[src/rtl/cpu_pkg.sv]
// Shared CPU definitions: register-file geometry, index/data types and opcode constants.
package cpu_pkg;

    localparam int unsigned NREG = 8;
    localparam int unsigned DW   = 16;
    localparam int unsigned CNTW = 2;
    localparam int unsigned IW   = $clog2(NREG);

    typedef logic [IW-1:0] regnum_t;
    typedef logic [DW-1:0] word_t;

    localparam logic [2:0] LDR = 3'b011;

endpackage

[src/rtl/regfile_scoreboard_if.sv]
// Decode/writeback <-> register file bundle. The master is the pipeline side
// (decode and the final stage); the slave is the register file and scoreboard.
interface regfile_scoreboard_if;
    import cpu_pkg::*;

    logic             flush_in;
    logic             issue_in;
    logic             issue_write_in;
    regnum_t          issue_writenum_in;
    logic             use_a_in;
    logic             use_b_in;
    regnum_t          readnum_a_in;
    regnum_t          readnum_b_in;
    logic             write_in;
    regnum_t          writenum_in;
    word_t            writeback_data_in;
    word_t            data_a_out;
    word_t            data_b_out;
    logic             stall_out;
    logic [NREG-1:0]  busy_out;

    modport master (
        output flush_in, issue_in, issue_write_in, issue_writenum_in,
        output use_a_in, use_b_in, readnum_a_in, readnum_b_in,
        output write_in, writenum_in, writeback_data_in,
        input  data_a_out, data_b_out, stall_out, busy_out
    );

    modport slave (
        input  flush_in, issue_in, issue_write_in, issue_writenum_in,
        input  use_a_in, use_b_in, readnum_a_in, readnum_b_in,
        input  write_in, writenum_in, writeback_data_in,
        output data_a_out, data_b_out, stall_out, busy_out
    );

endinterface

[src/rtl/scoreboard_cnt.sv]
// Per-register outstanding-write counter: counts issued writes up, retiring
// writes down, saturates at all-ones and never underflows. Flush clears it.
module scoreboard_cnt #(
    parameter int unsigned CNTW = 2
) (
    input  logic            clk,
    input  logic            rst,
    input  logic            flush_i,
    input  logic            inc_i,
    input  logic            ret_i,
    output logic [CNTW-1:0] cnt_o,
    output logic            busy_o
);

    logic [CNTW-1:0] cnt_q;
    logic [CNTW-1:0] cnt_d;
    logic            dec;
    logic            sat;

    // Retires against an empty count are post-flush stragglers and are ignored.
    assign dec = ret_i & (cnt_q != '0);
    assign sat = &cnt_q;

    // Next count: flush wins, simultaneous inc/dec cancel.
    always_comb begin
        cnt_d = cnt_q;
        if (flush_i) begin
            cnt_d = '0;
        end else if (inc_i & ~dec & ~sat) begin
            cnt_d = cnt_q + CNTW'(1);
        end else if (dec & ~inc_i) begin
            cnt_d = cnt_q - CNTW'(1);
        end
    end

    // Counter state register.
    always_ff @(posedge clk or posedge rst) begin
        if (rst) begin
            cnt_q <= '0;
        end else begin
            cnt_q <= cnt_d;
        end
    end

    assign cnt_o  = cnt_q;
    assign busy_o = (cnt_q != '0);

endmodule

[src/rtl/regfile_scoreboard.sv]
// Architectural register file with an in-flight write scoreboard for decode.
// Two combinational read ports, one writeback port, per-register pending counts
// and a stall output for RAW hazards and counter saturation.
// Optional macro REGFILE_BYPASS_EN: forward writeback data to the read ports in the
// retire cycle and treat the retiring write as no longer pending.
module regfile_scoreboard #(
    parameter int unsigned CNTW = cpu_pkg::CNTW
) (
    input logic                 clk,
    input logic                 rst,
    regfile_scoreboard_if.slave bus
);
    import cpu_pkg::*;

    localparam logic [CNTW-1:0] CntMax = {CNTW{1'b1}};

    word_t           rf_q [NREG];
    word_t           rf_d [NREG];
    logic [CNTW-1:0] cnt  [NREG];
    logic [NREG-1:0] inc;
    logic [NREG-1:0] ret;
    logic [NREG-1:0] busy;
    logic            pend_a;
    logic            pend_b;
    logic            full;
    logic            stall;
    word_t           data_a;
    word_t           data_b;

    // Register array next state: single writeback port.
    always_comb begin
        rf_d = rf_q;
        if (bus.write_in) begin
            rf_d[bus.writenum_in] = bus.writeback_data_in;
        end
    end

    // Register array storage.
    always_ff @(posedge clk or posedge rst) begin
        if (rst) begin
            for (int i = 0; i < int'(NREG); i++) begin
                rf_q[i] <= '0;
            end
        end else begin
            rf_q <= rf_d;
        end
    end

    for (genvar r = 0; r < NREG; r++) begin : g_cnt
        // Only an issue that actually proceeds (not stalled) claims a count.
        assign inc[r] = bus.issue_in & ~stall & bus.issue_write_in &
                        (bus.issue_writenum_in == regnum_t'(r));
        assign ret[r] = bus.write_in & (bus.writenum_in == regnum_t'(r));

        scoreboard_cnt #(
            .CNTW (CNTW)
        ) u_cnt (
            .clk     (clk),
            .rst     (rst),
            .flush_i (bus.flush_in),
            .inc_i   (inc[r]),
            .ret_i   (ret[r]),
            .cnt_o   (cnt[r]),
            .busy_o  (busy[r])
        );
    end

    // Hazard detection and stall; deliberately independent of flush_in.
    always_comb begin
        full = bus.issue_write_in & (cnt[bus.issue_writenum_in] == CntMax);
`ifdef REGFILE_BYPASS_EN
        // A single outstanding write that retires now is forwarded, so not pending.
        pend_a = (cnt[bus.readnum_a_in] != '0) &
                 ~((cnt[bus.readnum_a_in] == CNTW'(1)) & bus.write_in &
                   (bus.writenum_in == bus.readnum_a_in));
        pend_b = (cnt[bus.readnum_b_in] != '0) &
                 ~((cnt[bus.readnum_b_in] == CNTW'(1)) & bus.write_in &
                   (bus.writenum_in == bus.readnum_b_in));
`else
        // Without forwarding the write must land before the read sees it.
        pend_a = (cnt[bus.readnum_a_in] != '0) |
                 (bus.write_in & (bus.writenum_in == bus.readnum_a_in));
        pend_b = (cnt[bus.readnum_b_in] != '0) |
                 (bus.write_in & (bus.writenum_in == bus.readnum_b_in));
`endif
        stall = bus.issue_in & ((bus.use_a_in & pend_a) | (bus.use_b_in & pend_b) | full);
    end

    // Read port muxes.
    always_comb begin
        data_a = rf_q[bus.readnum_a_in];
        data_b = rf_q[bus.readnum_b_in];
`ifdef REGFILE_BYPASS_EN
        if (bus.write_in && (bus.writenum_in == bus.readnum_a_in)) begin
            data_a = bus.writeback_data_in;
        end
        if (bus.write_in && (bus.writenum_in == bus.readnum_b_in)) begin
            data_b = bus.writeback_data_in;
        end
`endif
    end

    assign bus.data_a_out = data_a;
    assign bus.data_b_out = data_b;
    assign bus.stall_out  = stall;
    assign bus.busy_out   = busy;

endmodule

[src/flat_wrapper.sv]
// flat-port wrapper written by rule: the top's interface ports become plain ports
module regfile_scoreboard_flat import cpu_pkg::*;
#(
    parameter int unsigned CNTW = cpu_pkg::CNTW
)
  (clk, rst, bus_flush_in, bus_issue_in, bus_issue_write_in, bus_issue_writenum_in, bus_use_a_in, bus_use_b_in, bus_readnum_a_in, bus_readnum_b_in, bus_write_in, bus_writenum_in, bus_writeback_data_in, bus_data_a_out, bus_data_b_out, bus_stall_out, bus_busy_out);
  regfile_scoreboard_if bus_i ();
  input logic clk;
  input logic rst;
  input wire logic [$bits(bus_i.flush_in)-1:0] bus_flush_in;
  input wire logic [$bits(bus_i.issue_in)-1:0] bus_issue_in;
  input wire logic [$bits(bus_i.issue_write_in)-1:0] bus_issue_write_in;
  input wire logic [$bits(bus_i.issue_writenum_in)-1:0] bus_issue_writenum_in;
  input wire logic [$bits(bus_i.use_a_in)-1:0] bus_use_a_in;
  input wire logic [$bits(bus_i.use_b_in)-1:0] bus_use_b_in;
  input wire logic [$bits(bus_i.readnum_a_in)-1:0] bus_readnum_a_in;
  input wire logic [$bits(bus_i.readnum_b_in)-1:0] bus_readnum_b_in;
  input wire logic [$bits(bus_i.write_in)-1:0] bus_write_in;
  input wire logic [$bits(bus_i.writenum_in)-1:0] bus_writenum_in;
  input wire logic [$bits(bus_i.writeback_data_in)-1:0] bus_writeback_data_in;
  output wire logic [$bits(bus_i.data_a_out)-1:0] bus_data_a_out;
  output wire logic [$bits(bus_i.data_b_out)-1:0] bus_data_b_out;
  output wire logic [$bits(bus_i.stall_out)-1:0] bus_stall_out;
  output wire logic [$bits(bus_i.busy_out)-1:0] bus_busy_out;
  assign bus_i.flush_in = bus_flush_in;
  assign bus_i.issue_in = bus_issue_in;
  assign bus_i.issue_write_in = bus_issue_write_in;
  assign bus_i.issue_writenum_in = bus_issue_writenum_in;
  assign bus_i.use_a_in = bus_use_a_in;
  assign bus_i.use_b_in = bus_use_b_in;
  assign bus_i.readnum_a_in = bus_readnum_a_in;
  assign bus_i.readnum_b_in = bus_readnum_b_in;
  assign bus_i.write_in = bus_write_in;
  assign bus_i.writenum_in = bus_writenum_in;
  assign bus_i.writeback_data_in = bus_writeback_data_in;
  assign bus_data_a_out = bus_i.data_a_out;
  assign bus_data_b_out = bus_i.data_b_out;
  assign bus_stall_out = bus_i.stall_out;
  assign bus_busy_out = bus_i.busy_out;
  regfile_scoreboard #(.CNTW(CNTW)) u_core (.clk(clk), .rst(rst), .bus(bus_i));
endmodule
[config.mk]
export PLATFORM = sky130hd
export DESIGN_NAME = regfile_scoreboard_flat
export DESIGN_NICKNAME = d
export VERILOG_FILES = /design/src/rtl/cpu_pkg.sv /design/src/rtl/regfile_scoreboard_if.sv /design/src/rtl/scoreboard_cnt.sv /design/src/rtl/regfile_scoreboard.sv /design/src/flat_wrapper.sv
export SDC_FILE = /design/constraint.sdc
export NUM_CORES = 1
export LEC_CHECK = 0
export CORE_AREA = 3 3 125 127
export CTS_CLUSTER_DIAMETER = 30
export DETAILED_ROUTE_END_ITERATION = 8
export DIE_AREA = 0 0 128 130
export PLACE_DENSITY = 0.77
export RECOVER_POWER = 25
export SYNTH_ARGS = -nofsm -noshare
export SYNTH_HDL_FRONTEND = slang
export SYNTH_SLANG_ARGS = --single-unit
[constraint.sdc]
create_clock -name clk -period 9.59 [get_ports clk]
set_input_delay 1.4385 -clock clk [delete_from_list [all_inputs] [get_ports clk]]
set_output_delay 1.4385 -clock clk [all_outputs]
set_load 0.05 [all_outputs]
**Word-level counts from Yosys, hierarchy flattened**

Cells that the tools add are included.

- Muxes and demuxes: 42
- Bitwise logic cells: 89
- Div/mod/pow operators: 0
- Shifts and indexed selects: 0
- Equal/unequal tests: 17
- $add $sub $neg: 16
- Magnitude comparators: 5
- Multipliers: 0
- Reduce and logical (&&, ||, !) cells: 29

Operators with widths:

| kind | count |
|---|---|
| bitwise mux 128 bit | 1 |
| binary-select mux 16 bit (select 3 bit) | 2 |
| 2-to-1 mux 16 bit | 5 |
| 2-to-1 mux 2 bit | 30 |
| bitwise AND 1 bit | 56 |
| demux 16 bit (select 3 bit) | 1 |
| NOT 1 bit | 25 |
| equality test 3 bit (second input constant) | 8 |
| nonzero test 3 bit | 8 |
| nonzero test 2 bit | 10 |
| binary-select mux 2 bit (select 3 bit) | 3 |
| adder 2 x 1 -> 2 bit (second input constant) | 8 |
| greater-or-equal comparator 4 bit (second input constant) | 4 |
| NOT 3 -> 4 bit | 4 |
| AND reduction 2 bit | 8 |
| subtractor 2 x 1 -> 2 bit (second input constant) | 8 |
| equality test 3 x 2 -> 1 bit (second input constant) | 4 |
| equality test 3 x 1 -> 1 bit (second input constant) | 2 |
| equality test 3 bit | 2 |
| logical NOT 3 bit | 2 |
| < comparator 4 x 1 -> 1 bit (second input constant) | 1 |
| bitwise OR 1 bit | 4 |
| equality test 2 bit (second input constant) | 1 |
| logical AND 1 bit | 1 |

- Latch bits: 0
- RAM bits: 0
- Bits of input ports: 36
- Word-level logic and storage cells: 214
- Output and inout port bits: 41
- Memories kept: 0
- Bits in read-only memories: 0
- Register bits after elaboration: 144

**Depth between registers and ports, before layout**

Gate-level depths: netlist of the first run.

- Depth in word-level cells: 19
- Depth in mapped cells: 8
- Gate-level depth less buffers: 7

**Cells and area by module**

Synthesis of the first run repeated with hierarchy kept, for this count alone.

- Cells, all modules: 758
- Area total of the unflattened synthesis: 8306.7 um2

By module, submodules not included:

| module | cells each | seq. area each (um2) | area each (um2) | instances |
|---|---|---|---|---|
| regfile_scoreboard | 638 | 3203.1 | 7225.7 | 1 |
| scoreboard_cnt | 15 | 50.0 | 135.1 | 8 |

**Worst setup path after synthesis of the first run**

OpenSTA, ideal clock, no wires.

- Kind: input to output
- Start point: input bus_readnum_a_in[1]
- End point: output bus_stall_out
- Required time: 8.151 ns
- Path buffers: 2
- Arrival time: 3.752 ns
- Stages: 7
- Setup slack: 4.400 ns
- Cells stage by stage: buf_2 -> xor2_1 -> nor4b_1 -> o32a_4 -> nand2_2 -> buf_4 -> a21boi_0

- Longest elaborated chain between the ends: 10
- Elaborated cells on any way between the ends: 12
- Classes of those cells: eq/ne: 1; mux: 3; bitwise: 7; reduce/logical: 1

Ends and longest elaborated chain:

| item | RTL line | source |
|---|---|---|
| start, declared | flat_wrapper.sv:16 | `input wire logic [$bits(bus_i.readnum_a_in)-1:0] bus_readnum_a_in;` |
| NOT 3 -> 4 bit (implied by the code) | regfile_scoreboard.sv:81 | `pend_a = (cnt[bus.readnum_a_in] != '0) \|` |
| binary-select mux 2 bit (select 3 bit) | regfile_scoreboard.sv:81 |  |
| 2-to-1 mux 2 bit (implied by the code) (2 in series) | regfile_scoreboard.sv:81 |  |
| nonzero test 2 bit | regfile_scoreboard.sv:81 |  |
| bitwise OR 1 bit * | regfile_scoreboard.sv:81 |  |
| bitwise AND 1 bit * | regfile_scoreboard.sv:86 | `stall = bus.issue_in & ((bus.use_a_in & pend_a) \| (bus.use_b_in & pend_b) \| full);` |
| bitwise OR 1 bit * (2 in series) | regfile_scoreboard.sv:86 |  |
| bitwise AND 1 bit * | regfile_scoreboard.sv:86 |  |
| end, declared | flat_wrapper.sv:23 | `output wire logic [$bits(bus_i.stall_out)-1:0] bus_stall_out;` |

Every way passes the cells marked *; elsewhere a longest branch is shown, timed or not. The select of a mux whose other input is x is not followed.

**Worst setup path after layout of the first run**

- Start point: input bus_readnum_b_in[1]
- End point: output bus_stall_out

- Longest elaborated chain between the ends: 10
- Elaborated cells on any way between the ends: 12
- Classes of those cells: eq/ne: 1; mux: 3; bitwise: 7; reduce/logical: 1

Ends and longest elaborated chain:

| item | RTL line | source |
|---|---|---|
| start, declared | flat_wrapper.sv:17 | `input wire logic [$bits(bus_i.readnum_b_in)-1:0] bus_readnum_b_in;` |
| NOT 3 -> 4 bit (implied by the code) | regfile_scoreboard.sv:83 | `pend_b = (cnt[bus.readnum_b_in] != '0) \|` |
| binary-select mux 2 bit (select 3 bit) | regfile_scoreboard.sv:83 |  |
| 2-to-1 mux 2 bit (implied by the code) (2 in series) | regfile_scoreboard.sv:83 |  |
| nonzero test 2 bit | regfile_scoreboard.sv:83 |  |
| bitwise OR 1 bit * | regfile_scoreboard.sv:83 |  |
| bitwise AND 1 bit * | regfile_scoreboard.sv:86 |  |
| bitwise OR 1 bit * (2 in series) | regfile_scoreboard.sv:86 |  |
| bitwise AND 1 bit * | regfile_scoreboard.sv:86 |  |

Marked as above.

==> results.toml, run 1 <==
[timing]
tightestPinTransition_ns = 3.86
finalCritPeriodShare = 0.618
fin_skew_ns = 0.0101
setup_tns_ns = 0
slew_headroom = -1.58
worst_slack_ns = 3.66
slew_viol_final = 88
rsz0062_at_grt = "false"
finalSetupViolations = 0
max_freq_mhz = 169
hold_viol = 0
period_needed_ns = 5.93

[placement]
pre_cts_ws_ns = 3.72
hpwlAfterDp_mm = 11.8
io_buffers = 76
dp.cells = 792
routabilityCongestion = 0.924

[clocking]
cts_made_buffers = 17
cts_root_buf = "clkbuf_16"
ctsResizeCount = 0
htree_levels = 4
path_clk_slew_ns = 0.05
cts_tree = "done"
cts_setup_buffers = 0
clockBufferDepth = 2
cts_hold_buf = 0
cts.sinks = 144
insertion_delay_ns = 0.42

[synth]
synth.avg_cell_area_um2 = 14.3
synth_edf_count = 0
synth.area.top_cells = "dfrtp_1 (44%), mux2_2 (22%), mux4_2 (18%)"
async_flop_share = 1.00
synth.distinct_cells = 53
yosys.area.top_type_share = 0.443
synth_area_leader_cell = "dfrtp_1"
synth_seq_cells = 144
synth_ff_type = "dfrtp_1"
ys_seq_area_frac = 0.443
syn_area_mm2 = 0.00813
syn_inst = 569
synth_nets = 605
ys.warnings.count = 0

[global_routing]
grt.total_usage = 0.246
grt_pass1_wl_mm = 30.9
antenna_found_initial = 0
grt_max_degree = 88
grt_pass1_vias = 5693
overflow = 0

[power]
switching_share = 0.304
p_leak_nw = 3.85
power.share.clock = 0.307
power_mw = 2.07
p_sw_mw = 0.629
power.density_mw_per_mm2 = 216
power.internal_mw = 1.44
p_seq_frac = 0.394
combinationalPowerShare = 0.300
ir_drop_mv = 0.144

[run]
max_cap_violations = 1

[setup_path]
r2r_slack_ns = 6.95
cpPeakStageDelay_ns = 0.78
path_max_fanout = 38
cp_slowest_cell = "buf_2"
worst-path-stages = 6
r2r_start = "u_core.g_cnt[0].u_cnt.cnt_o[0]$_DFFE_PP0P_"
rr_worst_depth = 6
cp_top_family = "buffers and inverters"
critPathRequiredTime_ns = 8.15
cp_num_buf_inv = 2
critical_path_class = "in -> out"
critPathArrivalTime_ns = 4.49
timing.rr.end = "u_core.g_cnt[7].u_cnt.cnt_o[1]$_DFFE_PP0P_"
path_cells = "buf_2 > mux4_1 > nand3b_1 > o211a_1 > a21boi_0 > clkdlybuf4s50_1"
cp-start-kind = "input pin"
cp-end-kind = "primary output"

[routing]
wl_met1_mm = 8.14
drt-pass1-iter-count = 4
drtIter0Drc = 395
vias = 5378
wl_per_cell_um = 23.7
vias_per_cell = 6.53
postRouteAntennaNets = 0
routed.top_layer = "met4"
drc = 0
drt_wl_total_mm = 19.5
wl_met2_mm = 9.89
wl_met3_um = 989

[die]
fp.coreArea_mm2 = 0.0145
die_area_mm2 = 0.0166
start_util = 0.559
io-pin-count = 77
die_y_um = 130
row_count = 44
die_x_um = 128

[final_layout]
antenna_cells = 0
area_delta_synth_final_pct = 17.8
instances_no_fill = 824
drive_gt1_frac = 0.452
fin_nets = 663

[outcome]
status = "finished, violations left"
failed_checks = "capacitance limit, slew limit"

[min_path]
hold-path-endpoint = "u_core.rf_q[21]$_DFFE_PP0P_"
hold_start = "u_core.rf_q[21]$_DFFE_PP0P_"
min_path_cells = 1
hp-class = "reg -> reg"
-- registers in the layout, indices dropped and copies added, names as in the netlist --
signal / cells
u_core.g_cnt.u_cnt.cnt_o: 16
u_core.rf_q: 128
-- worst max path at each step --
stage	from	end	slack [ns]
finish	bus_readnum_b_in[1]	bus_stall_out	3.66
detailed placement	bus_readnum_b_in[1]	bus_stall_out	3.72
global route	bus_readnum_b_in[1]	bus_stall_out	3.51
floorplan	rst	u_core.g_cnt[0].u_cnt.cnt_o[0]$_DFFE_PP0P_	4.29
global placement	bus_readnum_b_in[1]	bus_stall_out	3.77
CTS	bus_readnum_b_in[1]	bus_stall_out	3.72
-- stage by stage --
step                hold slack, ns  area, um^2  utilization
finish                       0.525        9580        0.659
floorplan                    0.491        8130            -
global placement             0.499        9010        0.620
global route                 0.537        9580        0.659
CTS                          0.523        9580        0.659
detailed placement           0.510        9010        0.620
-- cell type report --
| type | count | area [um^2] |
|---|---|---|
| well taps | 184 | 230 |
| repair buffers | 89 | 838 |
| clock buffers | 28 | 527 |
| clock inverters | 4 | 47.5 |
| inverters | 8 | 31.3 |
| flip-flops and latches | 144 | 3600 |
| multi-input cells | 367 | 4300 |
| fillers | 1060 | 4960 |
-- per-layer routing --
layer	vias to the layer above	global-route usage
met1	2836	0.322
met3	39	0.0418
met2	193	0.420
li1	2310	-
met4	0	0.0843
met5	-	0
-- cells in the final DEF, fill, tap and decap left out, types with 4 or more instances in the layout --
cell type	count
xor2_1	5
dfrtp_1	144
nand4b_1	4
nand2_1	10
clkbuf_16	17
nor3_1	4
nor2b_1	7
nor2_1	9
nand3_1	7
clkbuf_8	6
o2111ai_1	4
buf_2	4
o21ai_0	7
a21oi_1	16
mux2_2	161
mux4_2	66
inv_1	7
nand2b_1	6
nand4_1	7
nor4_1	5
buf_4	13
clkdlybuf4s50_1	71
clkbuf_1	5
-- cells by family (layout without fill, tap and decap cells) --
kind of cell,after synthesis,in the layout,synth area share
multiplexers,229,229,0.410
buffers and inverters,58,129,0.0332
XOR/XNOR,5,5,0.00539
AO/OA/AOI/OAI,50,50,0.0457
flip-flops,144,144,0.443
AND/OR/NAND/NOR,83,83,0.0620
-- power groups by stage --
stage / combinational (mW) / clock (mW) / sequential (mW)
floorplan: 0.468 / 0 / 0.792
global placement: 0.606 / 0 / 0.805
detailed placement: 0.622 / 0 / 0.823
CTS: 0.627 / 0.644 / 0.813
global route: 0.655 / 0.674 / 0.830
finish: 0.621 / 0.635 / 0.815
-- cells in the mapped netlist (8+ instances only) --
cell type,count
nor2_1,9
nand2_1,10
mux4_2,66
mux2_2,161
dfrtp_1,144
inv_1,8
buf_1,8
buf_2,9
clkbuf_1,22
a21oi_1,16
buf_4,11
(Power assumes the default switching activity.)
==> run 2: changes to the inputs <==
CORE_AREA = 3 3 130 132   (was 3 3 125 127)
DIE_AREA = 0 0 133 135   (was 0 0 128 130)
PLACE_DENSITY = 0.75   (was 0.77)
clock period = 5.3 ns   (was 9.59 ns; I/O delays follow)
==> results.toml, run 2 (same netlist as run 1, synthesis figures left out) <==
[die]
fp.coreArea_mm2 = 0.0158
row_count = 46
die_area_mm2 = 0.0180
die_y_um = 135
start_util = 0.514
die_x_um = 133
io-pin-count = 77

[clocking]
cts.sinks = 144
cts_made_buffers = 17
htree_levels = 4
cts_hold_buf = 0
clockBufferDepth = 2
cts_root_buf = "clkbuf_16"
cts_setup_buffers = 0
path_clk_slew_ns = 0.05
cts_tree = "done"
insertion_delay_ns = 0.41
ctsResizeCount = 0

[power]
ir_drop_mv = 0.299
power_mw = 3.70
power.density_mw_per_mm2 = 385
p_leak_nw = 3.86

[timing]
fin_skew_ns = 0.00266
max_freq_mhz = 222
tightestPinTransition_ns = 2.79
slew_viol_final = 94
rsz0062_at_grt = "false"
setup_tns_ns = 0
hold_viol = 0
worst_slack_ns = 0.789
slew_headroom = -0.871
finalSetupViolations = 0
finalCritPeriodShare = 0.851
period_needed_ns = 4.51

[min_path]
hp-class = "reg -> reg"

[global_routing]
antenna_found_initial = 0
grt_pass1_wl_mm = 31.1
grt_max_degree = 65
grt.total_usage = 0.225
grt_pass1_vias = 5723
overflow = 0

[final_layout]
antenna_cells = 0
final_cell_mix = "mux2_2 (161), dfrtp_1 (144), clkdlybuf4s50_1 (71), mux4_2 (66), clkbuf_16 (17)"
layout_commonest_cell = "mux2_2"
regMostFlops = "u_core.rf_q"
nFillCells = 1205
drive_gt1_frac = 0.453
final_area_mm2 = 0.00962
area_delta_synth_final_pct = 18.4
instances_no_fill = 859
fin_nets = 667
largest_register_ffs = 128

[routing]
wl_per_cell_um = 22.5
drtIter0Drc = 325
drc = 0
drt_wl_total_mm = 19.3
vias = 5342
drt-pass1-iter-count = 4
postRouteAntennaNets = 0
vias_per_cell = 6.22

[outcome]
failed_checks = "capacitance limit, slew limit"
status = "finished, violations left"

[setup_path]
critPathArrivalTime_ns = 3.72
cp_common_cell = "clkdlybuf4s50_1"
path_cells = "clkdlybuf4s50_1 > xor2_1 > nor4b_1 > o32a_4 > nand2_2 > a21boi_0 > clkdlybuf4s50_1"
cp-end-kind = "primary output"
cp-start-kind = "input pin"
cpPeakStageDelay_ns = 0.83
critical_path_class = "in -> out"
critPathRequiredTime_ns = 4.51
cp_slowest_cell = "clkdlybuf4s50_1"
path_max_fanout = 19
cp_top_family = "buffers and inverters"
cp_num_buf_inv = 2

[placement]
dp.cells = 828
routabilityCongestion = 0.832
io_buffers = 76
pre_cts_ws_ns = 0.773
hpwlAfterDp_mm = 12.3
placedInstanceArea_mm2 = 0.00909

[run]
max_cap_violations = 2
==> run 2: per-stage QoR <==
step           utilization  hold WS (ns)
2_1_floorplan            -         0.491
3_3_place_gp         0.574         0.499
3_5_place_dp         0.574         0.514
4_1_cts              0.608         0.526
5_1_grt              0.608         0.542
6_report             0.608         0.524
==> run 2: area by class of cell <==
class / instances / area, um^2 / area share
flip-flops and latches: 144 / 3600 / 0.374
clock buffers: 25 / 485 / 0.0504
well taps: 216 / 270 / 0.0281
multi-input cells: 367 / 4300 / 0.447
inverters: 8 / 31.3 / 0.00325
repair buffers: 93 / 877 / 0.0911
clock inverters: 6 / 57.6 / 0.00598
==> run 2: metal layers <==
layer | share of wire | up-vias | GRT usage | wire length (um)
met4 | 0.012 | 0 | 0.0641 | 224
met3 | 0.055 | 22 | 0.0492 | 1070
met5 | 0 | - | 0 | 0
li1 | - | 2338 | - | -
met1 | 0.44 | 2800 | 0.305 | 8410
met2 | 0.50 | 182 | 0.370 | 9600
==> run 2: worst reg2reg max path, delay by kind of cell (launching register included) <==
| family | cells | cell delay [ns] |
|---|---|---|
| compound gates | 1 | 0.39 |
| simple gates | 3 | 0.80 |
| flops | 1 | 0.42 |
| mux | 2 | 0.81 |
==> run 2: path summary, 6_finish.rpt <==
kind	from	depth (start not counted)	endpoint	slack, ns
setup / recovery	bus_writenum_in[1]	7	bus_stall_out	0.79
hold reg to reg	u_core.rf_q[104]$_DFFE_PP0P_	1	u_core.rf_q[104]$_DFFE_PP0P_	0.52
min in group asynchronous	rst	2	u_core.rf_q[118]$_DFFE_PP0P_	1.61
setup reg to reg	u_core.g_cnt[1].u_cnt.cnt_o[1]$_DFFE_PP0P_	6	u_core.g_cnt[7].u_cnt.cnt_o[0]$_DFFE_PP0P_	2.77
max in group asynchronous	rst	3	u_core.rf_q[76]$_DFFE_PP0P_	1.36
hold / removal	u_core.rf_q[104]$_DFFE_PP0P_	1	u_core.rf_q[104]$_DFFE_PP0P_	0.52
==> run 2: power breakdown <==
part / switching (mW) / internal, mW / total [mW] / leakage (nW)
Combinational: 0.551 / 0.574 / 1.13 / 1.83
Sequential: 0.153 / 1.32 / 1.47 / 1.76
Clock: 0.429 / 0.677 / 1.11 / 0.267
